<file path="config.mk">
export PLATFORM = sky130hd
export DESIGN_NAME = mem_port_arbiter
export DESIGN_NICKNAME = d
export VERILOG_FILES = /design/src/rtl/mem_port_arbiter.sv
export SDC_FILE = /design/constraint.sdc
export NUM_CORES = 1
export LEC_CHECK = 0
export CORE_UTILIZATION = 41
export DETAILED_ROUTE_END_ITERATION = 10
export PLACE_DENSITY = 0.8
export SYNTH_ARGS = -nofsm -noshare
export SYNTH_HDL_FRONTEND = slang
export SYNTH_SLANG_ARGS = --single-unit
</file>
<file path="constraint.sdc">
create_clock -name clk -period 2.5 [get_ports clk]
set_clock_uncertainty 0.1 [all_clocks]
set_input_delay 0.375 -clock clk [delete_from_list [all_inputs] [get_ports clk]]
set_output_delay 0.375 -clock clk [all_outputs]
set_load 0.03 [all_outputs]
</file>
<file path="src/rtl/mem_port_arbiter.sv">
// Shares one memory port between fetch (I) and load/store (D): grant to response in 3 cycles minimum.
// Backpressure: the command is held in ISSUE until m_gnt; requesters only see a grant while IDLE.
module mem_port_arbiter #(
   parameter int ADDR_W  = 32,
   parameter int DATA_W  = 32,
   parameter int TIMEOUT = 16
) (
   input  logic              clk,
   input  logic              rst_n,
   input  logic              i_req,
   input  logic [ADDR_W-1:0] i_addr,
   output logic              i_gnt,
   output logic              i_rvalid,
   output logic [DATA_W-1:0] i_rdata,
   output logic              i_err,
   input  logic              d_req,
   input  logic              d_we,
   input  logic [2:0]        d_ctrl,
   input  logic [ADDR_W-1:0] d_addr,
   input  logic [DATA_W-1:0] d_wdata,
   output logic              d_gnt,
   output logic              d_rvalid,
   output logic [DATA_W-1:0] d_rdata,
   output logic              d_err,
   output logic              m_req,
   output logic              m_we,
   output logic [2:0]        m_ctrl,
   output logic [ADDR_W-1:0] m_addr,
   output logic [DATA_W-1:0] m_wdata,
   input  logic              m_gnt,
   input  logic              m_rvalid,
   input  logic [DATA_W-1:0] m_rdata,
   output logic              busy
);

   localparam int              CNT_W    = (TIMEOUT > 1) ? $clog2(TIMEOUT) : 1;
   localparam logic [CNT_W-1:0] CNT_LAST = CNT_W'(TIMEOUT - 1);
   localparam logic [2:0]      CTRL_LW  = 3'b010;
   localparam logic            OWN_I    = 1'b0;
   localparam logic            OWN_D    = 1'b1;

   typedef enum logic [1:0] {IDLE, ISSUE, WAIT, RESP} state_t;

   state_t           state;
   logic             owner;
   logic             last_owner;
   logic [CNT_W-1:0] cnt;
   logic             any_req;
   logic             win_d;
   logic             grant_ok;
   logic             wait_done;

   // A tie goes to whoever did not own the port last.
   always_comb begin
      any_req   = i_req | d_req;
      win_d     = d_req & (~i_req | (last_owner == OWN_I));
      grant_ok  = rst_n & (state == IDLE);
      wait_done = m_rvalid | (cnt == CNT_LAST);
   end

   assign i_gnt = grant_ok & i_req & ~win_d;
   assign d_gnt = grant_ok & win_d;

   always_ff @(posedge clk) begin
      if (!rst_n) begin
         state      <= IDLE;
         owner      <= OWN_I;
         last_owner <= OWN_I;
         cnt        <= '0;
         m_req      <= 1'b0;
         m_we       <= 1'b0;
         m_ctrl     <= 3'b000;
         m_addr     <= '0;
         m_wdata    <= '0;
         i_rvalid   <= 1'b0;
         i_rdata    <= '0;
         i_err      <= 1'b0;
         d_rvalid   <= 1'b0;
         d_rdata    <= '0;
         d_err      <= 1'b0;
         busy       <= 1'b0;
      end else begin
         case (state)
            IDLE: begin
               if (any_req) begin
                  owner      <= win_d;
                  last_owner <= win_d;
                  m_req      <= 1'b1;
                  busy       <= 1'b1;
                  state      <= ISSUE;
                  if (win_d) begin
                     m_we    <= d_we;
                     m_ctrl  <= d_ctrl;
                     m_addr  <= d_addr;
                     m_wdata <= d_wdata;
                  end else begin
                     m_we    <= 1'b0;
                     m_ctrl  <= CTRL_LW;
                     m_addr  <= i_addr;
                     m_wdata <= '0;
                  end
               end
            end
            ISSUE: begin
               if (m_gnt) begin
                  m_req <= 1'b0;
                  cnt   <= '0;
                  state <= WAIT;
               end
            end
            WAIT: begin
               // A response landing in the expiry cycle beats the timeout.
               if (wait_done) begin
                  state <= RESP;
                  if (owner == OWN_D) begin
                     d_rvalid <= 1'b1;
                     d_rdata  <= m_rvalid ? m_rdata : '0;
                     d_err    <= ~m_rvalid;
                  end else begin
                     i_rvalid <= 1'b1;
                     i_rdata  <= m_rvalid ? m_rdata : '0;
                     i_err    <= ~m_rvalid;
                  end
               end else begin
                  cnt <= cnt + 1'b1;
               end
            end
            RESP: begin
               i_rvalid <= 1'b0;
               i_rdata  <= '0;
               i_err    <= 1'b0;
               d_rvalid <= 1'b0;
               d_rdata  <= '0;
               d_err    <= 1'b0;
               busy     <= 1'b0;
               state    <= IDLE;
            end
            default: begin
               state <= IDLE;
            end
         endcase
      end
   end

endmodule

</file>
After elaboration in Yosys (flattened, before gate mapping). Index checks and enable logic that the tools add are counted.

Bitwise logic cells: 12. Equality and inequality tests: 10. Mux-type cells: 34. Reduce and logical (&&, ||, !) cells: 12. Add/subtract/negate cells: 1.

Operators with widths (count): $mux W32 (7); $pmux W32 S2 (2); $reduce_and A3 Y1 (5); $ne A2 B2 Y1 const B (6); $pmux W1 S2 (6); $mux W1 (11); $mux W4 (2); $pmux W2 S4 (1); $pmux W4 S2 (1); $reduce_bool A2 Y1 (4); $mux W2 (3); $and A1 B1 Y1 (5); $add A4 B1 Y4 const B (1); $eq A2 B2 Y1 const B (2); $eq A4 B4 Y1 const B (1); $not A1 Y1 (4); $reduce_and A2 Y1 (2); $mux W3 (1); $or A1 B1 Y1 (3); $eq A2 B1 Y1 const B (1); $logic_not A2 Y1 (1).

Output and inout port bits: 140. Register bits after elaboration: 145. Input port bits: 138.

Longest topological paths before layout.
Depth after elaboration: 5. Depth in mapped cells: 8.

Worst setup path after synthesis. No wires, ideal clock.

Path type: input to output. Start: input rst_n. End: output i_gnt. Buffers on the path: 3. Data arrival time: 1.420 ns. Stages: 5. Setup slack: 0.605 ns. Cells stage by stage: buf_2 -> buf_4 -> clkbuf_1 -> nand3_1 -> nor2_1.

Longest elaborated chain between the ends: 3.

Ends and longest elaborated chain: start: declaration (line 9) `input logic rst_n,`; $and A1 B1 Y1 (line 57) `grant_ok = rst_n & (state == IDLE);`; $and A1 B1 Y1 (2 in series) (line 61) `assign i_gnt = grant_ok & i_req & ~win_d;`; end: declaration (line 12) `output logic i_gnt,`.

No other way between the ends.

Final worst setup path.
Start: register state[0]. End: output d_gnt.

Longest elaborated chain between the ends: 3.

Ends and longest elaborated chain: start: declaration (line 44) `state_t state;`; start signal: assignment (line 66) `state <= IDLE;`; start signal: assignment (line 90) `state <= ISSUE;`; start signal: assignment (line 108) `state <= WAIT;`; $logic_not A2 Y1 (line 57); $and A1 B1 Y1 (line 57); $and A1 B1 Y1 (line 62) `assign d_gnt = grant_ok & win_d;`; end: declaration (line 21) `output logic d_gnt,`.

No other way between the ends.

==> run summary <==
The run finished with clean final reports. The final estimated routing congestion in global placement is 0.793, and the portion of netlist area occupied by mux cells is 5.85%. For the overall die area, the log shows 15100 sq um. Post-route DRC violation count: 0.

At the pin with the least slew margin, the transition time is 0.540 ns. Headroom to the max-slew limit came out at 64.0%. Post-CTS timing repair inserted 0 buffers for setup.

The run gives 0.357 ns as the post-route worst hold slack. The run gives 0 as the count of pins over their slew limit. Summing the areas of all compound-gate instances in the mapped netlist gives 23.8% of the synthesized area. Largest family of logic cells by synthesized area: compound AO/OA/AOI/OAI gates. Setup slack closes at 0.438 ns. The area share of the leading cell type in the synthesized netlist is 48.4%. Measured along the y axis, the die boundary spans 123 um. The H-tree generated during clock tree synthesis spans 4 levels. After detailed routing, the average wire length per cell comes to 17.8 um. IR analysis of the VDD net gives a maximum drop of 0.000441 V. In the final layout, flip-flops and latches occupy 2900 sq um. The tools report the total congestion overflow after global routing as 0. At the placement stage, the worst setup path has a slack of 0.207 ns. The floorplan step set the die width to 123 um. The number of different library cells used by synthesis comes to 47. After synthesis the netlist holds a flip-flop and latch count of 145.

The delay contributed by the slowest stage of the critical path came out at 0.34 ns. The run gives 583 as the instance count of the mapped netlist. Setup repair after global routing left no endpoint under its margin.

The logs give 43 for the number of core rows and 145 for the clock sink count. For this run, the register share of the synthesized area comes to 48.4%. The peak fanout along the critical path came out at 10.

The biggest area contributor in the post-synthesis netlist is sky130_fd_sc_hd__dfxtp_1. The most used flip-flop cell after synthesis is sky130_fd_sc_hd__dfxtp_1. At the end of the flow, the number of nets in the layout was 974. In this run the cell area of the synthesized design comes to 5990 sq um. The maximum count of clock buffers along a single path was 2. Among all cell types in the netlist, the one instantiated most often is sky130_fd_sc_hd__dfxtp_1. Counting flops with a built-in enable in the synthesized netlist gives 0. The post-route netlist has 13.4% of its cells at a drive strength greater than 1.

The number of antenna diodes in the final layout is 0. The average instance in the mapped netlist occupies 10.3 sq um. The initial antenna violation count came out at 0.

The maximum number of pins on one net before global-route repair is 65, and the power density over the cells is 890 nW/um^2. For the number of hold violations in the final report, the log shows 0. The total area inside the core boundary comes to 14100 sq um.

Worst-path cell with the longest stage delay: sky130_fd_sc_hd__dfxtp_1. The run gives 5640 as the total vias in the final route. The area growth from synthesis to layout is 56.8%.

The HPWL after detailed placement is 12.6 mm. The analysis attributes to cell leakage a power of 3.51 nW. For this run, the total global-route usage over all layers was measured as 23.7%. The first-pass GRT wire length was 27.8 mm. The class of the tightest hold or removal check was primary input to flip-flop. In the synthesized netlist, the cells that appear most often are sky130_fd_sc_hd__dfxtp_1 (145), sky130_fd_sc_hd__nor3_1 (65), sky130_fd_sc_hd__a31o_2 (57), sky130_fd_sc_hd__a21oi_1 (36). The initial detailed-routing violation count is 351. The synthesized netlist devotes 0% of its cell area to XOR and XNOR gates. The critical path goes through inv_1, ha_1, and3_4, buf_4.

The tree is rooted in a sky130_fd_sc_hd__clkbuf_16. Across the run, the number of max-cap violations was 0. The final critical path takes up 82.5% of the cycle. During synthesis, Yosys emitted a total of 0 warnings. The count of buffers from port buffering came out at 277. The final antenna-violating net count came out at 0.

Data on the critical path arrives at its endpoint at 1.59 ns. Clock-pin slew was measured on the worst setup and hold paths at 0.06 ns. By area the synthesized netlist is led by sky130_fd_sc_hd__dfxtp_1 (48%), sky130_fd_sc_hd__a31o_2 (8.3%), sky130_fd_sc_hd__mux2i_1 (5.8%), sky130_fd_sc_hd__nor3_1 (5.4%), sky130_fd_sc_hd__a22o_1 (5.1%). The run gives 18.2 mm as the total wire length after detailed routing. The filler cells instantiated in the layout total 1114. Timing would allow up to 485 MHz.

Post-detailed-route via-to-cell ratio: 5.52. The worst setup path is launched from a flip-flop. The tools report the count of TritonRoute iterations in the first routing pass as 4. The logs give 2720 sq um for the total area of multi-input combinational cells and 727 for the number of nets in the synthesized netlist.

TritonCTS built the clock tree. Once the floorplan was initialized, standard cells occupied 42.5% of the core. The worst setup path is captured at a primary output.

For the via count of the first global-routing pass, the log shows 5492. The critical path is of the flip-flop to primary output type. Counting the buffers created by CTS gives 17. The later pin in the worst-skew pair is clocked with a latency of 0.41 ns. For this run, asynchronously set or reset flops after synthesis account for 0%. STA puts the critical path data required time at 2.03 ns. During I/O placement, the number of pins put on the boundary was 278. The overall power after layout was 8.37 mW; the adder and majority cell fraction of the synthesized area was 1.25%. The synthesized netlist devotes 14.3% of its cell area to simple gates. Setup total negative slack on the finished layout was measured at 0 ns. The run gives 0 as the number of failing setup endpoints in the final timing report. Subtracting the final worst setup slack from the clock period gives 2.06 ns.
-- path summary, 6_finish.rpt --
path	start	to	slack [ns]	cells past startpoint
hold reg to reg	m_wdata[18]	m_wdata[18]	0.37	1
setup reg to reg	state[0]	i_rdata[15]	0.53	6
hold / removal	rst_n	m_ctrl[1]	0.36	3
setup / recovery	state[0]	d_gnt	0.44	4
-- flip-flops by register name, indices dropped and copies added (netlist names), 2 cells and up --
register / flops
m_addr: 32
d_rdata: 32
i_rdata: 32
m_wdata: 32
m_ctrl: 3
cnt: 4
state: 2
-- power by group --
group,switching [mW],internal (mW),total [mW]
combinational,1.72,1.22,2.94
sequential,0.191,2.66,2.86
clock,0.926,1.64,2.57
-- worst max-delay path, delay by kind of cell, from the launching register on --
kind | cells | cell delay, ns
DFF | 1 | 0.34
buffers and inverters | 2 | 0.29
and+or+nand+nor | 1 | 0.29
adders and majority gates | 1 | 0.26
-- area by class of cell --
type | instances | area share (%)
clock inverters | 9 | 1.40
inverters | 6 | 0.240
well taps | 180 | 2.40
clock buffers | 22 | 5.05
multi-input cells | 367 | 28.9
flip-flops and latches | 145 | 30.9
repair buffers | 293 | 31.1
-- layout by cell type (no fill, tap or decap), drive strengths merged, types with 2 or more instances in the layout --
master / n
a211o: 2
a21boi: 2
a21oi: 37
a22o: 35
a311oi: 2
a31o: 65
a31oi: 2
and3: 2
buf: 18
bufinv: 3
clkbuf: 22
clkdlybuf4s50: 274
clkinv: 3
clkinvlp: 3
dfxtp: 145
ha: 6
inv: 6
mux2i: 35
nand2: 5
nand2b: 4
nand3: 9
nand4b: 33
nor2: 5
nor2b: 3
nor3: 65
nor4b: 3
o211a: 2
o211ai: 4
o21a: 2
o21ai: 33
or4: 2
-- kinds of logic (layout without fill, tap and decap cells) --
family          Yosys count  after routing
simple gates            136            136
flops                   145            145
mux                      35             35
fa+ha+maj                 6              6
buf+inv                  71            330
compound gates          190            190
-- metrics by stage --
stage,utilization (%),instances,cell area [sq um]
finish,66.7,1022,9400
global route,66.7,1022,9400
CTS,66.7,1022,9400
detailed placement,62.4,991,8790
global placement,62.4,991,8790
floorplan,-,583,5990
-- metal layers --
layer  track usage (%)  share of wire, %
met5                 0                 0
met4              11.7               2.8
met3              6.27               6.7
met2              41.3                51
met1              26.6                39
-- repair_timing --
item                       CTS  global route
setup endpoints to repair    0             1
hold buffers                 0             0
gates resized for setup      0             1
No activity file was read; power rests on OpenSTA's default activity.
==> RTL edit (same settings) <==
Set the parameter `TIMEOUT` to 8 (it was 16).
--- a/src/rtl/mem_port_arbiter.sv
+++ b/src/rtl/mem_port_arbiter.sv
@@ -5,3 +5,3 @@
    parameter int DATA_W  = 32,
-   parameter int TIMEOUT = 16
+   parameter int TIMEOUT = 8
 ) (
Formal check against the unedited RTL: same outputs for any inputs over 4 cycles, from zero or initial values and one cycle with rst_n low; that may be too few to reach the edited logic, so the function may still have changed.
==> RTL edit against the original RTL <==
  * Setup slack got worse by 0.18 ns
  * Synthesized area fell by 7.7%
  * Wire length fell by 14%
  * Combinational power barely moved
  * Sequential cell count fell by 1
  * Design area fell by 3.6%
  * Total power rose by 1.8%
==> RTL edit: results (changes against the original RTL) <==
| Metric | Value |
|---|---|
| Placer Congestion | 0.817 (was 0.793) |
| Slowest cell on crit path | clkdlybuf4s50_1 (was dfxtp_1) |
| Worst slew margin | 44.4% (was 64.0%) |
| Starting DRT DRC Count | 244 (was 351) |
| GRT Util Overall | 22.4% (was 23.7%) |
| Drt via density | 4.99 (was 5.52) |
| Clock root buffer | clkbuf_16 (unchanged) |
| Synth top cells by count | dfxtp_1 (144), nand2_1 (102), mux2i_1 (98) (was dfxtp_1 (145), nor3_1 (65), a31o_2 (57)) |
| Crit-path max FO | 13 (was 10) |
| Met3 routed WL | 1.03 mm (was 1.22 mm) |
| Post-CTS sizing | 1 (was 0) |
| Asr flop ratio synth | 0% (unchanged) |
| Yosys warns | 0 (unchanged) |
| Fillers | 967 (was 1,114) |
| Min-delay worst type | in2reg (unchanged) |
| Post-synthesis sequential area ratio | 52.1% (was 48.4%) |
| Largest net degree at the start of global routing | 86 (was 65) |
| Dpl hpwl | 11.3 mm (was 12.6 mm) |
| Routed wl met2 | 8.21 mm (was 9.32 mm) |
| Status | complete, no violations (unchanged) |
| Crit path arrival time | 1.77 ns (was 1.59 ns) |
| First-pass GRT wire length | 24.8 mm (was 27.8 mm) |
| Max layer used | met4 (unchanged) |
| Max clock buf depth | 2 (unchanged) |
| Slowest cell delay on critical path | 0.52 ns (was 0.34 ns) |
| Cell family with most CP delay | buffers and inverters (was flip-flops) |
| Top post-synthesis cells by area | dfxtp_1 (52%), mux2i_1 (18%), nand2_1 (6.9%) (was dfxtp_1 (48%), a31o_2 (8.3%), mux2i_1 (5.8%)) |
| Post CTS Setup Buffer Count | 0 (unchanged) |
| Maximum vdd drop | 0.000504 V (was 0.000441 V) |
| Initial antenna violation count | 0 (unchanged) |
| Metal1 wirelength | 6.05 mm (was 7.13 mm) |
| Clock latency on the worst-skew pair | 0.41 ns (about the same) |
| DR WL/cell | 15.6 um (was 17.8 um) |
| H-Tree Depth | 4 (unchanged) |
| Number of global-route vias before repair | 5,028 (was 5,492) |
| Nets@finish | 953 (was 974) |
| Layout cell share with drive strength beyond 1 | 6.46% (was 13.4%) |
| CTS clock-pin slew for the worst setup and hold paths | 0.06 ns (about the same) |
| # diodes | 0 (unchanged) |
| Post-synth cell types | 38 (was 47) |
| Syn_nets | 687 (was 727) |
| TritonRoute pass-1 iters | 7 (was 4) |
| Leakage | 0.00362 uW (was 0.00351 uW) |
| Synth Flop Type | dfxtp_1 (unchanged) |
## RTL edit: per-stage QoR
step                      std cells  setup slack (ns)  instance area (um2)
after global placement          964           -0.0260                 8410
after global routing            997             0.123                 9060
after floorplan                 542             0.741                 5530
final                           997             0.257                 9060
after detailed placement        964            -0.115                 8410
after CTS                       996             0.162                 9040
## RTL edit: cell type report
type                            instances  area, um2  area share (%)
Multi-Input combinational cell        351       2400            26.5
Clock inverter                          9        154            1.70
Inverter                                5       18.8           0.207
Sequential cell                       144       2880            31.8
Tap cell                              176        220            2.43
Timing Repair Buffer                  289       2900            32.0
Clock buffer                           23        478            5.28
## RTL edit: per-layer routing
metal  up-vias  track usage (%)
met5         -                0
met3        21             7.19
li1       2429                -
met1      2349             24.0
met4         0             9.21
met2       179             40.2
## RTL edit: cell families (layout without fill, tap and decap cells)
kind of cell / count (synthesis) / after routing / share of synthesized area (%)
buf+inv: 47 / 326 / 4.68
mux: 98 / 98 / 17.7
fa+ha+maj: 7 / 7 / 1.58
simple gates: 124 / 124 / 9.48
flops: 144 / 144 / 52.1
compound gates: 122 / 122 / 14.4
## RTL edit: where the power goes
| group | internal (uW) | total (uW) | leakage, uW | switching (uW) |
|---|---|---|---|---|
| clock network | 1750 | 2690 | 0.000304 | 937 |
| logic | 1290 | 2940 | 0.00214 | 1650 |
| registers | 2680 | 2890 | 0.00118 | 208 |
## RTL edit: worst paths after layout
check | from | end | slack [ns] | depth (start not counted)
setup / recovery | i_req | d_gnt | 0.26 | 5
hold / removal | rst_n | m_addr[22] | 0.25 | 3
setup reg to reg | state[0] | i_rdata[16] | 0.46 | 6
hold reg to reg | d_rdata[18] | d_rdata[18] | 0.36 | 2
## RTL edit: worst reg2reg max path: stages, from the launching register on
cell and delay (ns):
dfxtp_1 0.33, inv_1 0.12, ha_1 0.36, nand2b_1 0.23, o21a_2 0.35, buf_4 0.26
mux2i_1 0.21
